<file path="src/rtl/shift_add_mul.sv">
// shift_add_mul: sequential radix-2 shift-add multiplier.
// Each multiply takes WIDTH cycles in BUSY and one cycle in DONE. Signed
// operands are multiplied as magnitudes, and the sign is applied when the
// result is loaded.
//
// Ports
//   clk        rising-edge clock
//   rst        synchronous active-high reset
//   start      request a multiply (accepted only in IDLE)
//   is_signed  1: two's-complement operands, 0: unsigned operands
//   A, B       multiplicand / multiplier (WIDTH bits)
//   busy       high in BUSY and DONE
//   done       one-cycle pulse while in DONE
//   result     registered 2*WIDTH-bit product
//
// state | meaning
// ------+-------------------------------------------------------------
// IDLE  | waiting for start; operands latched on the accept edge
// BUSY  | one shift-add step per cycle, counter runs WIDTH -> 0
// DONE  | result valid, done pulses, returns to IDLE unconditionally
//
// WIDTH must be in 4..64 and 2^CNT_W must exceed WIDTH.

module shift_add_mul #(
   parameter int WIDTH = 32,
   parameter int CNT_W = 6
) (
   input  logic                 clk,
   input  logic                 rst,
   input  logic                 start,
   input  logic                 is_signed,
   input  logic [WIDTH-1:0]     A,
   input  logic [WIDTH-1:0]     B,
   output logic                 busy,
   output logic                 done,
   output logic [2*WIDTH-1:0]   result
);

   typedef enum logic [1:0] {IDLE, BUSY, DONE} state_t;

   state_t               state, state_nxt;
   logic [WIDTH-1:0]     mcand;
   logic [WIDTH-1:0]     mplier;
   logic                 neg;
   logic [2*WIDTH-1:0]   acc;
   logic [CNT_W-1:0]     cnt;

   logic [WIDTH-1:0]     a_mag, b_mag;
   logic [WIDTH:0]       sum;
   logic [2*WIDTH-1:0]   acc_step;
   logic                 last_step;

   // Magnitudes fit in WIDTH unsigned bits, including -2^(WIDTH-1).
   always_comb begin
      a_mag = (is_signed && A[WIDTH-1]) ? -A : A;
      b_mag = (is_signed && B[WIDTH-1]) ? -B : B;
   end

   // sum holds the carry of the add; shifting {carry, acc} right by one
   // lands that carry in the accumulator MSB, so nothing is lost.
   always_comb begin
      sum       = {1'b0, acc[2*WIDTH-1:WIDTH]} + {1'b0, (mplier[0] ? mcand : '0)};
      acc_step  = {sum, acc[WIDTH-1:1]};
      last_step = (cnt == CNT_W'(1));
   end

   always_ff @(posedge clk) begin
      if (rst) state <= IDLE;
      else     state <= state_nxt;
   end

   always_comb begin
      state_nxt = state;
      busy      = 1'b0;
      done      = 1'b0;
      case (state)
         IDLE: begin
            if (start) state_nxt = BUSY;
         end
         BUSY: begin
            busy = 1'b1;
            if (last_step) state_nxt = DONE;
         end
         DONE: begin
            busy      = 1'b1;
            done      = 1'b1;
            state_nxt = IDLE;
         end
         default: state_nxt = IDLE;
      endcase
   end

   always_ff @(posedge clk) begin
      if (rst) begin
         mcand  <= '0;
         mplier <= '0;
         neg    <= 1'b0;
         acc    <= '0;
         cnt    <= '0;
         result <= '0;
      end else begin
         case (state)
            IDLE: begin
               if (start) begin
                  mcand  <= a_mag;
                  mplier <= b_mag;
                  neg    <= is_signed & (A[WIDTH-1] ^ B[WIDTH-1]);
                  acc    <= '0;
                  cnt    <= CNT_W'(WIDTH);
               end
            end
            BUSY: begin
               acc    <= acc_step;
               mplier <= mplier >> 1;
               cnt    <= cnt - CNT_W'(1);
               // Load on the same edge that enters DONE, from the final step.
               if (last_step) result <= neg ? -acc_step : acc_step;
            end
            default: ;
         endcase
      end
   end

endmodule

</file>
<file path="config.mk">
export PLATFORM = sky130hd
export DESIGN_NAME = shift_add_mul
export DESIGN_NICKNAME = d
export VERILOG_FILES = /design/src/rtl/shift_add_mul.sv
export SDC_FILE = /design/constraint.sdc
export NUM_CORES = 1
export LEC_CHECK = 0
export CORE_MARGIN = 2
export CORE_UTILIZATION = 53
export DETAILED_ROUTE_END_ITERATION = 7
export PLACE_DENSITY = 0.76
export SLEW_MARGIN = 20
export SYNTH_ARGS = -nofsm -noshare
export SYNTH_HDL_FRONTEND = slang
export SYNTH_SLANG_ARGS = --single-unit
</file>
<file path="constraint.sdc">
create_clock -name clk -period 4.5 [get_ports clk]
set_clock_uncertainty 0.05 [all_clocks]
set_input_delay 0.675 -clock clk [delete_from_list [all_inputs] [get_ports clk]]
set_output_delay 0.675 -clock clk [all_outputs]
set_load 0.1 [all_outputs]
</file>
======== Word-level counts from Yosys, hierarchy flattened ========
Cells that the tools add are included.
W data, S select, Z words.
cells by class
  reduce and logical (&&, ||, !) cells .... 9
  muxes and demuxes ....................... 15
  add/sub/neg operators ................... 5
  equality and inequality tests ........... 5
  bitwise gates (word level) .............. 2
operators with widths
  kind                   count
  $mux W32               4
  $mux W64               2
  $pmux W64 S2           1
  $neg A32 Y32           2
  $neg A64 Y64           1
  $pmux W32 S2           1
  $add A32 B32 Y33       1
  $pmux W6 S2            1
  $reduce_and A2 Y1      4
  $eq A6 B1 Y1 const B   1
  $mux W6                1
  $sub A6 B1 Y6 const B  1
  $mux W2                2
  $ne A2 B2 Y1 const B   2
  $pmux W2 S2            1
  $eq A2 B1 Y1 const B   1
  $eq A2 B2 Y1 const B   1
  $logic_and A1 B1 Y1    2
  $logic_not A2 Y1       1
  $mux W1                2
  $reduce_bool A2 Y1     1
  $reduce_or A2 Y1       1
  $and A1 B1 Y1          1
  $xor A1 B1 Y1          1
storage, ports and cells
  output and inout port bits .............. 66
  register bits after elaboration ......... 201
  word-level logic and storage cells ...... 43

======== Logic depth before layout (Yosys ltp) ========
Gate-level depths: netlist of run 1.
  depth in word-level cells ............... 4
  depth in mapped cells ................... 15
  mapped depth without buffers ............ 13

======== Worst setup path before layout of run 1 ========
Ideal clock, no wire load.
  path type ............................... flip-flop to flip-flop
  from .................................... register mplier[0]
  to ...................................... register result[50]
  arrival ................................. 4,038 ps
  buffers on the path ..................... 1
  stages on the path, launching flop included .. 15
  setup slack ............................. 342 ps
  required time ........................... 4,379 ps
  library setup time ...................... 71 ps
  cells stage by stage .................... dfxtp_1 > clkbuf_1 > and2_1 > ha_1 > fa_1 > a21o_1 > nand4_1 > a21oi_1 > or3_1 > a2111o_1 > or4b_4 > or3_4 > and3_1 > or3_1 > a21oi_1
on the way
  cells in the longest elaborated chain, start to end .. 4
RTL lines
  element                   line  text
  start: declaration        43    logic [WIDTH-1:0] mplier;
  start signal: assignment  106   mplier <= b_mag;
  start signal: assignment  114   mplier <= mplier >> 1;
  $mux W32 (*)              62    sum = {1'b0, acc[2*WIDTH-1:WIDTH]} + {1'b0, (mplier[0] ? mcand : '0)};
  $add A32 B32 Y33 (*)      62
  $neg A64 Y64              117   if (last_step) result <= neg ? -acc_step : acc_step;
  $mux W64 (*)              117
  end signal: assignment    117
  end: declaration          36    output logic [2*WIDTH-1:0] result
Mark *: on every way between the ends. The rest lies on a longest branch, timed or not.
A chain may end at the register's enable or synchronous reset.

======== Worst setup path in the final report of run 1 ========
Same ends and word-level chain as after synthesis.

==> key figures, run 1 <==
Setup path
  • CP cell instances: and2_1 -> ha_1 -> fa_1 -> a21o_1 -> nand4_1 -> a21oi_1 -> or3_1 -> a2111o_1 -> or4b_4 -> or3_4 -> and3_1 -> or3_1 -> a21oi_1
  • Worst path bufs/invs: 0
  • Startpoint types: register
  • FF-to-FF setup slack: 180 ps
  • Worst r2r src: mplier[0]
  • WP depth: 13
  • Critical path type: register to register
  • Crit-path max FO: 13
  • Slowest-stage cell, CP: or4b_4
  • Critical Path Sink: result[50]
  • Worst reg2reg path depth: 13
  • Critical Path Sink Type: register
  • Worst r2r dst: result[50]
  • CP Launch Point: mplier[0]
  • Arrival @ worst endpoint: 4640 ps
  • Critical path required time: a little under 5000 ps
  • Delay of the slowest critical-path stage: 530 ps
  • Top Family by Delay on Critical Path: simple AND/OR/NAND/NOR gates

Floorplanning
  • Die span in y: 154 µm
  • Ports: roughly 130
  • Die Area: 23,600 µm²
  • Core footprint: around 22,000 µm²
  • Initial Util: approximately 54%
  • Die width: 154 µm
  • # rows: 54

Logic synthesis
  • Post-Syn Instances: 1,468
  • Yosys cell types: 69
  • Share of the synthesized area in the top cell type: 33.7%
  • Synthesized flop and latch total: 200
  • Post-synth net total: 1,577
  • Sequential element share of the synthesized area: about 34%
  • Post-synth EDFFs: 0
  • Top FF cell, synth: dfxtp_1
  • FFs w/ async S/R, synth: 0%
  • Mean Syn Cell Area: roughly 8 µm²
  • Ys Warns: 0
  • Top cells by area, synth: dfxtp_1 34%, nor2_1 7.2%, xor2_1 6.2%, a211oi_1 5.6%, ha_1 4.2%
  • Synth area leader: dfxtp_1
  • Mapped Area: 11,900 µm²

Layout
  • Final core utilization: between 60% and 70%
  • Multi-input logic area: ~7400 µm²
  • Register area: 4010 µm²
  • Filler Cell Count: 1,931
  • Fin nets: 1,650
  • Share of cells above drive strength 1: 5.98%
  • Diode count: 0
  • Area grow syn2layout: 18.4%

Hold path
  • Hold crit path type: register to register

STA
  • Fin crit period: 4320 ps
  • Slew @ Worst Pin: 1050 ps
  • Max Freq: 0.232 GHz
  • Fin crit share: a little over nine tenths
  • Setup TNS: 0 ps
  • Finish-stage setup viols: 0
  • Final hold violations: 0
  • Max-slew violations: 0
  • Slew HR: 30.0%
  • RSZ-0062 raised after global routing: false

Drt
  • DRC Markers: 0
  • Drt initial violations: 877
  • ANT nets after route: 0
  • First-pass iteration count of the detailed router: 6
  • Vias: 11,100
  • Drt total wl: between 30 and 40 mm
  • Per-cell routed wire length: 17.1 µm
  • Vias per inst: 6.06

Placed design
  • Hpwl dp: 22.9 mm
  • I/O Buffers: 133
  • Final GP Congestion: 0.924

Status
  • Outcome: complete, no violations

Clock network
  • Maximum level of the CTS H-tree: 4
  • CTS hold repair buffers: 0
  • CTS buffer count: 17
  • Clock tree from TritonCTS: done
  • Postcts setup bufs: 0
  • Worst-path clk slew: 70 ps
  • Root Driver: clkbuf_16
  • Post_cts resized: 0
  • Clock Latency Late Sink: ~450 ps
  • CTS Buffer Depth: 2
  • Clk sinks: 200

Power
  • Pwr Density: 315 nW/µm²
  • Peak supply drop: about 0.21 mV
  • Total power: 4.43 mW
  • Pleak: about 5.2 nW

Job
  • Max capacitance violation total: 0

GRT
  • Pin count of the biggest net entering global routing: 116
  • Gr ovfl total: 0
  • All-layer global routing usage: 26.1%
  • Initial antenna violation count: 0
  • Vias in the first global route: about 10,000
  • Met2 usage: 40.4%
  • Met1 Use GR: 38.0%
  • First-pass GRT wire length: ~52 mm
  • Met3 Use GR: ~3.6%
  • GR peak layer: met2
-- worst min-delay path: stages, from the launching register on --
cell	delay, ps
dfxtp_1	310
nand2_1	50
a21oi_1	50
-- layout by cell type (no fill, tap or decap), types with 7 or more instances in the layout --
cell type	Yosys	layout
dfxtp_1	200	198
or4_1	13	13
clkdlybuf4s50_1	0	132
o211ai_1	9	9
ha_1	40	40
inv_1	24	24
or2_2	8	8
xor2_1	84	84
a22oi_1	62	62
clkbuf_16	0	17
a31oi_1	13	12
nand3_1	18	18
nor4_1	8	8
xnor2_1	54	54
a21oi_1	69	67
nand2b_1	10	10
nand4_1	13	13
clkinv_8	0	7
a21o_1	14	14
and3_1	12	12
nand2_1	86	86
a311oi_1	7	7
or3_1	23	23
buf_4	0	23
nor3_1	25	25
o21ai_0	56	56
nor2_1	227	226
o31ai_1	32	32
a222oi_1	30	30
o41ai_1	17	16
a211oi_1	88	86
and2_1	43	40
-- how the worst min path moves through the flow --
stage / startpoint / endpoint / slack, ps / cells after the start
finish: mcand[31] / mcand[31] / 410 / 2
detailed placement: result[0] / result[0] / 400 / 2
CTS: result[0] / result[0] / 410 / 2
global route: mcand[0] / mcand[0] / 420 / 2
global placement: result[39] / result[39] / 390 / 2
floorplan: mcand[0] / mcand[0] / 380 / 2
-- sequential cells by signal, summed over array words and instances (netlist names) --
signal  cells
neg         1
acc        63
mcand      32
cnt         6
state       2
mplier     32
result     64
-- synthesized netlist by cell type, drive strengths merged, types with 18 or more instances --
cell type  count
nor2         228
dfxtp        200
clkbuf        94
a211oi        88
nand2         86
xor2          84
a21oi         70
a22oi         62
o21ai         62
xnor2         54
and2          43
ha            40
o31ai         33
a222oi        30
nor3          27
or3           25
inv           24
nand3         18
o41ai         18
-- final cells by class --
cell class | count | area share [%]
inverters | 24 | 0.640
multi-input cells | 1140 | 52.9
well taps | 280 | 2.49
repair buffers | 158 | 11.0
clock buffers | 17 | 3.02
flip-flops and latches | 200 | 28.5
clock inverters | 15 | 1.47
-- kinds of logic after synthesis --
kind of cell / share of synthesized area [%]
AO/OA/AOI/OAI: 26.4
XOR/XNOR: 10.2
adder cells (fa/ha/maj): 4.38
buffers and inverters: 4.05
flip-flops: 33.7
multiplexers: 0.421
AND/OR/NAND/NOR: 20.9
-- per-stage QoR --
| step | std cells | hold WS (ps) | setup slack (ps) | instance area [µm²] |
|---|---|---|---|---|
| 2_1_floorplan | 1468 | 382 | 342 | 11900 |
| 3_3_place_gp | 1801 | 394 | 176 | 13400 |
| 3_5_place_dp | 1801 | 399 | 82.0 | 13400 |
| 4_1_cts | 1833 | 410 | 69.3 | 14000 |
| 5_1_grt | 1834 | 420 | 14.6 | 14100 |
| 6_report | 1834 | 410 | 183 | 14100 |
-- layer usage --
layer	routed length (µm)	vias to the layer above
li1	-	5568
met1	15500	5214
met2	13700	292
met3	1470	33
met4	644	0
met5	0	-
-- where the power goes --
part / total, mW / leakage, nW / switching (mW) / internal, mW
clock network: 1.59 / 0.304 / 0.818 / 0.771
logic: 0.933 / 3.32 / 0.589 / 0.344
registers: 1.91 / 1.63 / 0.0565 / 1.85
(Power assumes the default switching activity.)
==> run 2: changes to the inputs <==
Settings changed: ABC_CLOCK_PERIOD_IN_PS set to 4500, CORE_UTILIZATION 53 to 57, PLACE_DENSITY 0.76 to 0.81.
==> run 2 against run 1 <==
  * Power grew 2.0%
  * Core utilization increased by 4.9 points
  * Die area is 6.8% lower
  * Cell count shrank 0.38%
  * Final area rose by 0.13%
  * Non-clock buffer count rose by 3
  * Worst hold slack improved by 3.2 ps
  * Setup slack better by 82 ps
  * Global-route usage grew 1.8 points
  * Clock power up 6%
  * Combinational power about the same
  * Critical path type unchanged
  * Critical endpoint is now result[62]
==> key figures, run 2 (synthesis results as in run 1) <==
Layout
  • Area grow syn2layout: 18.5%
  • Fin nets: 1,653
  • Largest reg by FF count: result
  • Register area: around 4000 µm²
  • Diode count: 0
  • Filler Cell Count: 1,747
  • Largest register FFs: 64
  • Multi-input logic area: roughly 7400 µm²
  • Most common cell after layout, fill and taps aside: nor2_1
  • Design area: 14,100 µm²
  • Share of cells above drive strength 1: a little under 6%
  • Largest regs: result (64), acc (63)
  • Commonest non-fill, non-tap cells in the layout: 226 x nor2_1, 198 x dfxtp_1, 132 x clkdlybuf4s50_1
  • Post-route non-filler standard cell count: around 1,800

GRT
  • Pin count of the biggest net entering global routing: 116
  • All-layer global routing usage: 27.9%
  • First-pass GRT wire length: 50.6 mm
  • Initial antenna violation count: 0
  • Gr ovfl total: 0
  • Vias in the first global route: 9,997

Clock network
  • CTS buffer count: 17
  • Root Driver: clkbuf_16
  • CTS Buffer Depth: 2
  • Clock Latency Late Sink: roughly 450 ps
  • Worst-path clk slew: 80 ps
  • Clk sinks: 200
  • Maximum level of the CTS H-tree: 4
  • CTS hold repair buffers: 0
  • Clock tree from TritonCTS: done

Floorplanning
  • Ports: 134
  • Die Area: 22,000 µm²
  • Die span in y: 148 µm
  • # rows: 52
  • Core footprint: ~20,000 µm²
  • Initial Util: 58.3%
  • Die width: 148 µm

Drt
  • Drt initial violations: 977
  • Vias: roughly 11,000
  • Vias per inst: 6.19
  • First-pass iteration count of the detailed router: 8
  • ANT nets after route: 0
  • DRC Markers: 0
  • Drt total wl: between 30 and 40 mm
  • Per-cell routed wire length: 17.1 µm

Power
  • Pleak: 5.28 nW
  • Peak supply drop: 0.242 mV
  • Pwr Density: 321 nW/µm²

Hold path
  • Hold crit path type: register to register
  • Min-Delay Path Depth: 2
  • Hold Crit Start: mcand[31]
  • Min-Delay Endpoint: mcand[31]

Setup path
  • Slowest-stage cell, CP: or4_1
  • Delay of the slowest critical-path stage: 580 ps
  • Startpoint types: register
  • Top Family by Delay on Critical Path: simple AND/OR/NAND/NOR gates
  • Crit-path max FO: 22
  • Arrival @ worst endpoint: 4520 ps
  • Worst reg2reg path depth: 13
  • Critical Path Sink Type: register
  • FF-to-FF setup slack: between 200 and 300 ps
  • WP depth: 13
  • CP Launch Point: mplier[0]
  • Worst path bufs/invs: 1
  • Critical path type: register to register
  • Worst r2r src: mplier[0]
  • CP cell instances: buf_6 -> and2_1 -> ha_1 -> a21oi_1 -> o21ai_1 -> or3_1 -> o21ai_0 -> xnor2_1 -> or4_4 -> or4_1 -> nor4_1 -> mux2i_1 -> nand2_1
  • Critical path required time: between 4000 and 5000 ps
  • Worst r2r dst: result[62]

STA
  • Max Freq: 0.236 GHz
  • Final hold violations: 0
  • Slew @ Worst Pin: 1040 ps
  • RSZ-0062 raised after global routing: false
  • Slew HR: 30.3%
  • Finish-stage setup viols: 0
  • Setup TNS: 0 ps
  • Max-slew violations: 0
  • Fin crit share: 94.1%
  • Fin crit period: around 4200 ps

Placed design
  • Post-placement cell count: about 1,800
  • Final GP Congestion: 0.948
  • Hpwl dp: 22.6 mm
  • I/O Buffers: roughly 130
  • Placed cell areas: between 10,000 and 15,000 µm²

Status
  • Outcome: complete, no violations

Job
  • Max capacitance violation total: 0
-- run 2: cell count changes in the layout (fill, tap and decap cells not counted), sizes merged --
cell / delta
buf: +3
bufinv: +1
clkinv: -6
inv: +5
-- run 2: how the worst max path moves through the flow --
stage                       to
floorplan           result[50]
global placement    result[62]
detailed placement  result[62]
CTS                 result[62]
global route        result[62]
finish              result[62]
-- run 2: metal layers --
metal / share of wire (%) / vias up / GRT usage [%] / wire length, µm
li1: - / 5584 / - / -
met1: 47 / 5295 / 40.2 / 14800
met2: 45 / 387 / 44.1 / 13900
met3: 6.7 / 36 / 3.83 / 2080
met4: 1.5 / 0 / 7.71 / 472
met5: 0 / - / 0 / 0
-- run 2: layout make-up --
| type | instances | share of cell area, % |
|---|---|---|
| multi-input combinational | 1140 | 52.7 |
| clock buffer | 17 | 3.02 |
| inverter | 24 | 0.640 |
| tap | 270 | 2.40 |
| timing repair buffer | 161 | 11.2 |
| clock inverter | 15 | 1.61 |
| sequential | 200 | 28.4 |
-- run 2: per-stage QoR --
stage | hold WS, ps | utilization, % | total power, mW | setup slack (ps)
after global routing | 437 | 69.2 | 4.70 | 16.6
after CTS | 414 | 69.0 | 4.52 | 112
after detailed placement | 403 | 65.8 | 2.86 | 137
after global placement | 389 | 65.8 | 2.85 | 170
final | 413 | 69.2 | 4.52 | 265
after floorplan | 382 | - | 2.58 | 342
-- run 2: power breakdown --
part           internal (mW)  switching (mW)
registers               1.85          0.0603
logic                  0.346           0.586
clock network          0.839           0.836
-- run 2: what timing repair did --
| item | 4_1_cts | 5_1_grt |
|---|---|---|
| gates resized for setup | 0 | 3 |
| buffers inserted | 0 | 0 |
| setup endpoints to repair | 0 | 8 |
-- run 2: worst reg2reg max path: cells and delay by family (launching register included) --
kind	cells	cell delay, ps
flip-flops	1	440
multiplexers	1	230
XOR/XNOR	1	200
AO/OA/AOI/OAI	3	650
adder cells (fa/ha/maj)	1	310
buffers and inverters	1	220
AND/OR/NAND/NOR	6	2030
==> run 3: changes to the inputs <==
Settings changed: SETUP_SLACK_MARGIN set to 0.3.
==> run 3 against run 2 <==
  * Non-clock buffer count is 4 higher
  * Core utilization rose by 0.70 points
  * Global-route usage about the same
  * Worst hold slack better by 1.5 ps
==> key figures, run 3 (synthesis results as in run 1) <==
Layout
  • Largest reg by FF count: result
  • Design area: 14,200 µm²
  • Largest regs: result (64), acc (63)
  • Area grow syn2layout: 19.7%
  • Largest register FFs: 64
  • Most common cell after layout, fill and taps aside: nor2_1
  • Filler Cell Count: 1,723
  • Commonest non-fill, non-tap cells in the layout: 226 x nor2_1, 198 x dfxtp_1, 132 x clkdlybuf4s50_1
  • Share of cells above drive strength 1: 7.50%
  • Fin nets: 1,657
  • Multi-input logic area: 7530 µm²
  • Diode count: 0
  • Register area: 4010 µm²

Drt
  • DRC Markers: 0
  • Per-cell routed wire length: 17.1 µm
  • First-pass iteration count of the detailed router: 6
  • Drt total wl: 31.3 mm
  • Vias per inst: 6.19
  • ANT nets after route: 0
  • Drt initial violations: 1,009
  • Vias: ~11,000

Floorplanning
  • Initial Util: roughly 58%
  • Core footprint: 20,400 µm²
  • Die width: 148 µm
  • Die Area: approximately 22,000 µm²
  • # rows: 52
  • Die span in y: about 150 µm
  • Ports: 134

STA
  • Hold_ws: 415 ps
  • Finish-stage setup viols: 0
  • Fin crit share: 92.0%
  • RSZ-0062 raised after global routing: false
  • Slew @ Worst Pin: 1040 ps
  • Fin crit period: a little over 4000 ps
  • Slew HR: between 30 and 40%
  • Final hold violations: 0
  • Max-slew violations: 0
  • Max Freq: roughly 0.24 GHz
  • Setup TNS: 0 ps

Setup path
  • Worst r2r dst: result[50]
  • Worst reg2reg path depth: 13
  • Top Family by Delay on Critical Path: simple AND/OR/NAND/NOR gates
  • Crit-path max FO: 8
  • Arrival @ worst endpoint: approximately 4500 ps
  • Critical path required time: 4830 ps
  • Critical Path Sink Type: register
  • CP Launch Point: mplier[0]
  • FF-to-FF setup slack: 360 ps
  • Worst path bufs/invs: 2
  • Slowest-stage cell, CP: or4_1
  • Startpoint types: register
  • Delay of the slowest critical-path stage: 530 ps
  • Critical path type: register to register
  • CP cell instances: buf_2 -> and2_1 -> ha_4 -> inv_1 -> or4_1 -> nor4bb_2 -> nor3_2 -> a2111o_1 -> or4b_4 -> or3_4 -> and3_1 -> or3_1 -> a21oi_2
  • Worst r2r src: mplier[0]

GRT
  • Initial antenna violation count: 0
  • Gr ovfl total: 0
  • First-pass GRT wire length: 50.7 mm
  • All-layer global routing usage: 28.0%
  • Pin count of the biggest net entering global routing: 116
  • Vias in the first global route: around 10,000

Status
  • Outcome: complete, no violations

Power
  • Peak supply drop: around 0.24 mV
  • Total power: 4.55 mW
  • Pwr Density: 320 nW/µm²
  • Pleak: 5.30 nW

Clock network
  • Clk sinks: 200
  • CTS Buffer Depth: 2
  • Clock tree from TritonCTS: done
  • Root Driver: clkbuf_16
  • Maximum level of the CTS H-tree: 4
  • Clock Latency Late Sink: between 400 and 500 ps
  • CTS buffer count: 17
  • Worst-path clk slew: ~80 ps

Placed design
  • Placed cell areas: 13,400 µm²
  • Final GP Congestion: 0.948
  • Hpwl dp: 22.6 mm
  • I/O Buffers: 133

Hold path
  • Hold Crit Start: mcand[31]
  • Hold crit path type: register to register
  • Min-Delay Endpoint: mcand[31]
  • Min-Delay Path Depth: 2

Job
  • Max capacitance violation total: 0
==> run 3: worst max-delay path by stage <==
stage | end | slack, ps | cells past startpoint
4_1_cts | result[62] | 340 | 13
5_1_grt | result[50] | 250 | 13
3_5_place_dp | result[62] | 140 | 13
2_1_floorplan | result[50] | 340 | 14
3_3_place_gp | result[62] | 170 | 12
6_report | result[50] | 360 | 13
==> run 3: power breakdown <==
| part | internal, mW | total, mW | switching [mW] |
|---|---|---|---|
| Combinational | 0.361 | 0.959 | 0.597 |
| Clock | 0.839 | 1.68 | 0.838 |
| Sequential | 1.85 | 1.91 | 0.0594 |
==> run 3: timing repair <==
action,4_1_cts,5_1_grt
hold buffers,0,0
pin swaps,0,4
gates cloned,0,0
resized for setup,4,24
setup endpoints to repair,5,13
setup buffers,0,4
==> run 3: final cells by class <==
class | count | share of cell area [%]
multi-input combinational | 1140 | 52.9
sequential | 200 | 28.2
timing repair buffer | 165 | 11.3
clock buffer | 17 | 2.99
tap | 270 | 2.37
clock inverter | 15 | 1.59
inverter | 24 | 0.633
==> run 3: worst register-to-register path, stage by stage (launching register included) <==
cell      delay [ps]
dfxtp_4          380
buf_2            160
and2_1           180
ha_4             310
inv_1             80
or4_1            540
nor4bb_2         310
nor3_2            90
a2111o_1         360
or4b_4           530
or3_4            380
and3_1           190
or3_1            370
a21oi_2          150
==> run 3: stage by stage <==
stage	instances	setup slack [ps]	utilization, %
after global placement	1794	170	65.8
after global routing	1831	246	69.9
final	1831	362	69.9
after floorplan	1468	342	-
after CTS	1826	337	69.1
after detailed placement	1794	137	65.8
==> run 3: per-layer routing <==
layer,vias up,routed length (µm),GRT usage [%]
met4,0,546,8.10
met3,43,2130,3.83
met5,-,0,0
li1,5600,-,-
met1,5278,14600,40.2
met2,407,14000,44.0
